--- src/rtl/timer_pkg.sv ---
// Shared widths, a write-bus payload type and prescaler helper functions
// for the 64-bit timer counter.
//   eff_exp   : effective prescaler exponent from (div_en, div_val)
//   exp_limit : terminal prescaler value 2^e - 1 for an exponent
//   div_limit : terminal prescaler value directly from (div_en, div_val)
package timer_pkg;

  localparam int unsigned CNT_W   = 64;
  localparam int unsigned WORD_W  = 32;
  localparam int unsigned DIV_W   = 4;
  localparam int unsigned DIV_MAX = 8;
  localparam int unsigned STRB_N  = 4;
  localparam int unsigned PRE_W   = 8;

  // One APB data-word write as seen by the counter.
  typedef struct packed {
    logic [STRB_N-1:0] strb;
    logic [WORD_W-1:0] data;
  } tdr_wr_t;

  // Exponent is 0 with the prescaler off; larger values clamp to DIV_MAX.
  function automatic logic [DIV_W-1:0] eff_exp(input logic             div_en,
                                                input logic [DIV_W-1:0] div_val);
    logic [DIV_W-1:0] e;
    e = '0;
    if (div_en) begin
      e = (div_val > DIV_W'(DIV_MAX)) ? DIV_W'(DIV_MAX) : div_val;
    end
    return e;
  endfunction

  // 2^e - 1, computed one bit wider so e = DIV_MAX yields all-ones.
  function automatic logic [PRE_W-1:0] exp_limit(input logic [DIV_W-1:0] e);
    logic [PRE_W:0] p;
    p = (PRE_W+1)'(1) << e;
    return PRE_W'(p - (PRE_W+1)'(1));
  endfunction

  function automatic logic [PRE_W-1:0] div_limit(input logic             div_en,
                                                  input logic [DIV_W-1:0] div_val);
    return exp_limit(eff_exp(div_en, div_val));
  endfunction

endpackage

--- src/rtl/cnt_prescaler.sv ---
// Power-of-two prescaler: owns the 8-bit `pre` counter and produces the
// count-enable pulse for the main counter.
//   sys_clk, sys_rst_n : clock, async active-low reset
//   enable             : timer enable (pre held at 0 while low)
//   halt               : debug halt, freezes pre
//   e                  : effective exponent (already clamped)
//   cnt_en             : combinational; main counter increments at next edge
module cnt_prescaler
  import timer_pkg::*;
(
  input  logic             sys_clk,
  input  logic             sys_rst_n,
  input  logic             enable,
  input  logic             halt,
  input  logic [DIV_W-1:0] e,
  output logic             cnt_en
);

  logic [PRE_W-1:0] pre_q;
  logic [PRE_W-1:0] pre_d;
  logic [PRE_W-1:0] limit;

  assign limit = exp_limit(e);

  // Fire only on an exact match; a pre left above a newly lowered limit
  // wraps to 0 silently.
  always_comb begin
    pre_d  = pre_q;
    cnt_en = sys_rst_n & enable & ~halt & (pre_q == limit);
    if (!enable) begin
      pre_d = '0;
    end else if (!halt) begin
      pre_d = (pre_q >= limit) ? '0 : pre_q + PRE_W'(1);
    end
  end

  always_ff @(posedge sys_clk or negedge sys_rst_n) begin
    if (!sys_rst_n) begin
      pre_q <= '0;
    end else begin
      pre_q <= pre_d;
    end
  end

endmodule

--- src/rtl/cnt_core.sv ---
// Free-running 64-bit timer counter with power-of-two prescaler, byte-wise
// TDR0/TDR1 writes, timer_en falling-edge clear and debug halt.
//   sys_clk, sys_rst_n        : clock, async active-low reset
//   timer_en, div_en, div_val : enable and prescaler configuration
//   halt_req / halt_ack       : debug halt request / registered acknowledge
//   tdr0_wr_sel, tdr1_wr_sel  : write low / high counter word this cycle
//   tim_pstrb, tim_pwdata     : APB byte strobes and write data
//   cnt                       : live counter value
//   cnt_en                    : combinational count-enable pulse
// Optional (macro CNT_SNAPSHOT_EN):
//   tdr0_rd_sel / cnt_hi_snap : high word captured on a TDR0 read
module cnt_core
  import timer_pkg::*;
(
  input  logic               sys_clk,
  input  logic               sys_rst_n,
  input  logic               timer_en,
  input  logic               div_en,
  input  logic [DIV_W-1:0]   div_val,
  input  logic               halt_req,
  input  logic               tdr0_wr_sel,
  input  logic               tdr1_wr_sel,
  input  logic [STRB_N-1:0]  tim_pstrb,
  input  logic [WORD_W-1:0]  tim_pwdata,
`ifdef CNT_SNAPSHOT_EN
  input  logic               tdr0_rd_sel,
  output logic [WORD_W-1:0]  cnt_hi_snap,
`endif
  output logic [CNT_W-1:0]   cnt,
  output logic               cnt_en,
  output logic               halt_ack
);

  logic [CNT_W-1:0] cnt_q;
  logic [CNT_W-1:0] cnt_d;
  logic             en_q;
  logic             halt_ack_q;
  logic [DIV_W-1:0] e;
  logic             en_fall;
  logic             wr_any;
  tdr_wr_t          wr;

  assign e  = eff_exp(div_en, div_val);
  assign wr = '{strb: tim_pstrb, data: tim_pwdata};

  cnt_prescaler u_prescaler (
    .sys_clk   (sys_clk),
    .sys_rst_n (sys_rst_n),
    .enable    (timer_en),
    .halt      (halt_req),
    .e         (e),
    .cnt_en    (cnt_en)
  );

  // Next count: edge clear, else increment; written bytes then override,
  // and any write cancels that cycle's increment.
  always_comb begin
    en_fall = en_q & ~timer_en;
    wr_any  = tdr0_wr_sel | tdr1_wr_sel;
    cnt_d   = cnt_q;
    if (en_fall) begin
      cnt_d = '0;
    end else if (cnt_en && !wr_any) begin
      cnt_d = cnt_q + CNT_W'(1);
    end
    for (int k = 0; k < int'(STRB_N); k++) begin
      if (tdr0_wr_sel && wr.strb[k]) begin
        cnt_d[8*k +: 8] = wr.data[8*k +: 8];
      end
      if (tdr1_wr_sel && wr.strb[k]) begin
        cnt_d[WORD_W + 8*k +: 8] = wr.data[8*k +: 8];
      end
    end
  end

  always_ff @(posedge sys_clk or negedge sys_rst_n) begin
    if (!sys_rst_n) begin
      cnt_q      <= '0;
      en_q       <= 1'b0;
      halt_ack_q <= 1'b0;
    end else begin
      cnt_q      <= cnt_d;
      en_q       <= timer_en;
      halt_ack_q <= halt_req;
    end
  end

`ifdef CNT_SNAPSHOT_EN
  // High word frozen at the TDR0 read so a later TDR1 read is coherent.
  logic [WORD_W-1:0] snap_q;

  always_ff @(posedge sys_clk or negedge sys_rst_n) begin
    if (!sys_rst_n) begin
      snap_q <= '0;
    end else if (tdr0_rd_sel) begin
      snap_q <= cnt_q[CNT_W-1:WORD_W];
    end
  end

  assign cnt_hi_snap = snap_q;
`endif

  assign cnt      = cnt_q;
  assign halt_ack = halt_ack_q;

endmodule

--- config.mk ---
export PLATFORM = sky130hd
export DESIGN_NAME = cnt_core
export DESIGN_NICKNAME = d
export VERILOG_FILES = /design/src/rtl/timer_pkg.sv /design/src/rtl/cnt_prescaler.sv /design/src/rtl/cnt_core.sv
export SDC_FILE = /design/constraint.sdc
export NUM_CORES = 1
export LEC_CHECK = 0
export CAP_MARGIN = 30
export CORE_UTILIZATION = 50
export DETAILED_ROUTE_END_ITERATION = 12
export PLACE_DENSITY = 0.78
export REMOVE_ABC_BUFFERS = 1
export SLEW_MARGIN = 20
export SYNTH_ARGS = -nofsm -noshare
export SYNTH_HDL_FRONTEND = slang
export SYNTH_SLANG_ARGS = --single-unit
--- constraint.sdc ---
create_clock -name sys_clk -period 4.92 [get_ports sys_clk]
set_input_delay 0.984 -clock sys_clk [delete_from_list [all_inputs] [get_ports sys_clk]]
set_output_delay 0.984 -clock sys_clk [all_outputs]
set_load 0.01 [all_outputs]
==> results.yml <==
run_status:
  status: "finished clean"
synth:
  ys_seq_area_frac: 0.378
  synth_edf_count: 0
  yosysWarnings: 0
  yosys.cell_types.count: 69
  synthCells: 565
  synth.avg_cell_area_um2: 8.66
  synthArstFlopShare: 1.00
  ys_ff_latch: 74
  syn_area_mm2: 0.00489
  ys.flop_type: "dfrtp_1"
power_and_ir_drop:
  finalPower_w: 0.00167
  cellPowerDensity_mw_per_mm2: 263
  p_seq_frac: 0.450
  ir_drop_uv: 154
  p_int_w: 0.00116
  p_leak_nw: 2.50
  p_sw_w: 0.000510
  pwr-share-comb: 0.224
  p_clk_frac: 0.326
  p_sw_frac: 0.305
place:
  place_congestion: 0.881
  hpwlAfterDp_um: 11100
  dpl_cell_area_mm2: 0.00614
  numPortBuffers: 112
cells_and_area:
  synthToLayoutAreaGrowth_pct: 30.1
  nets: 734
  antenna_cells: 0
  layout_commonest_cell: "clkdlybuf4s50_1"
  drive_gt1_frac: 0.0925
  fillCellCount: 801
  fin_area_mm2: 0.00637
  utilization: 0.679
  layout_common_cells: "111 x clkdlybuf4s50_1, 94 x nand2_1, 74 x dfrtp_1"
sta:
  hold_violations: 0
  grt_setup_unrepaired: "no"
  fin_crit_sh: 0.972
  skew_ns: 0.0150
  slew_viol_final: 0
  slew_headroom: 0.339
  setup_viol: 0
  post-route-min-period_ns: 4.78
  worst_pin_slew_ns: 0.984
  timing.fmax_mhz: 209
  whs_ns: 0.522
routing:
  vias: 4918
  drt_first_pass_iters: 5
  vias_per_cell: 6.07
  wire_per_inst_um: 18.4
  drtIter0Drc: 326
  wl_um: 14900
  ant_nets: 0
  drc: 0
floorplanning:
  core_mm2: 0.00937
  rows: 35
  die_area_mm2: 0.0102
  pin_count: 113
  die_h_um: 101
  initial_core_util: 0.522
  die-width_um: 101
cts:
  numCtsBuffers: 9
  cts_root_buffer: "clkbuf_8"
  clkTransAtPathRegs_ns: 0.09
  cts_max_path_buffers: 2
  clk_latency_ns: 0.35
  cts.sinks: 74
  h-tree-depth: 3
  postCtsHoldBufs: 0
  tritoncts: "built"
critical_path:
  cpMaxStageDelayCell: "clkdlybuf4s50_1"
  crit_chain: "clkdlybuf4s50_1, o41a_1, ha_2, nor3_2, mux2i_1, nor2_1, a21oi_1, ha_1, nand4_1, nor3_1, clkdlybuf4s50_1"
  path_buf_inv: 2
  endpoint_kind: "output pin"
  critPathRequiredTime_ns: 3.94
  critPathMaxFanout: 6
  critical_path_class: "in -> out"
  crit_family: "buffers and inverters"
  max_stage_delay_ns: 0.57
  start_kind: "input pin"
  arrival_ns: 3.80
  cp_common_cell: "clkdlybuf4s50_1"
run:
  maxCapViolCount: 0
global_routing:
  track_usage: 0.305
  antenna_found_initial: 0
  grt_pass1_wl_um: 23900
  grt_overflow: 0
  grt_start_max_net_pins: 50
  grt_pass1_vias: 4813
min_path:
  hold_path_class: "in -> async"
## synth_stat cells, drive strengths merged, types with 3 or more instances
cell,instances,area (µm²)
nand2,95,359
dfrtp,74,1850
o21ai,50,250
nor2,38,143
nand3,33,170
nand4,30,221
xor2,25,219
xnor2,19,166
nor4,16,176
and3,14,90.1
clkbuf,14,52.6
nor3,14,81.3
a21oi,13,65.1
and2,12,78.8
o31ai,12,95.1
ha,11,138
inv,10,37.5
buf,8,55.1
a211oi,7,52.6
and4,5,46.3
mux2,5,56.3
o22ai,5,31.3
a31oi,4,25.0
or2,4,25.0
mux2i,3,30.0
nand2b,3,18.8
nor2b,3,18.8
nor3b,3,33.8
or3,3,18.8
## cell families after synthesis
group | share of synthesized area
AND/OR/NAND/NOR | 0.318
AO/OA/AOI/OAI | 0.148
flip-flops | 0.378
XOR/XNOR | 0.0787
buffers and inverters | 0.0314
adder cells (fa/ha/maj) | 0.0281
multiplexers | 0.0176
## per-layer routing
metal | GRT usage | part of all wire | up-vias
li1 | - | - | 2295
met1 | 0.390 | 0.42 | 2348
met2 | 0.506 | 0.48 | 245
met3 | 0.0693 | 0.083 | 30
met4 | 0.108 | 0.023 | 0
met5 | 0 | 0 | -
## metrics by stage
step / setup slack (ns) / instances / setup TNS, ns
detailed placement: -0.00140 / 794 / -0.00140
floorplan: 0.521 / 542 / 0
global route: 0.0117 / 810 / 0
finish: 0.138 / 810 / 0
CTS: 0.0259 / 810 / 0
global placement: 0.123 / 794 / 0
## worst paths after layout
kind | endpoint | cells after the start | start | slack, ns
worst min register to register | u_prescaler.pre_q[7]$_DFFE_PN0P_ | 2 | u_prescaler.pre_q[7]$_DFFE_PN0P_ | 0.55
max in group asynchronous | cnt[43]$_DFFE_PN0P_ | 2 | sys_rst_n | 3.40
worst min-delay path | cnt[50]$_DFFE_PN0P_ | 1 | sys_rst_n | 0.52
min in group sys_clk | u_prescaler.pre_q[7]$_DFFE_PN0P_ | 2 | u_prescaler.pre_q[7]$_DFFE_PN0P_ | 0.55
worst max register to register | cnt[63]$_DFFE_PN0P_ | 6 | cnt[39]$_DFFE_PN0P_ | 2.06
worst max-delay path | cnt_en | 11 | div_val[3] | 0.14
## what timing repair did
action	CTS	global route
setup endpoints to repair	0	1
buffers inserted	0	0
gates resized for setup	0	2
## flip-flops by register name, indices dropped and copies added, names as in the netlist
| name | cells |
|---|---|
| u_prescaler.pre_q | 8 |
| halt_ack | 1 |
| en_q | 1 |
| cnt | 64 |
## power by group through the flow
stage | Sequential [W] | Clock (W) | Combinational, W
2_1_floorplan | 0.000766 | 0 | 0.000138
3_3_place_gp | 0.000759 | 0 | 0.000364
3_5_place_dp | 0.000761 | 0 | 0.000373
4_1_cts | 0.000750 | 0.000545 | 0.000375
5_1_grt | 0.000761 | 0.000575 | 0.000409
6_report | 0.000753 | 0.000545 | 0.000375
## final cells by class
class | instances | area, µm² | area share
Sequential cell | 74 | 1850 | 0.291
Multi-Input combinational cell | 458 | 2900 | 0.455
Clock inverter | 5 | 77.6 | 0.0122
Timing Repair Buffer | 123 | 1200 | 0.189
Inverter | 10 | 37.5 | 0.00590
Tap cell | 129 | 161 | 0.0253
Clock buffer | 11 | 141 | 0.0222
Note: power is estimated with default switching activity, not from simulation.
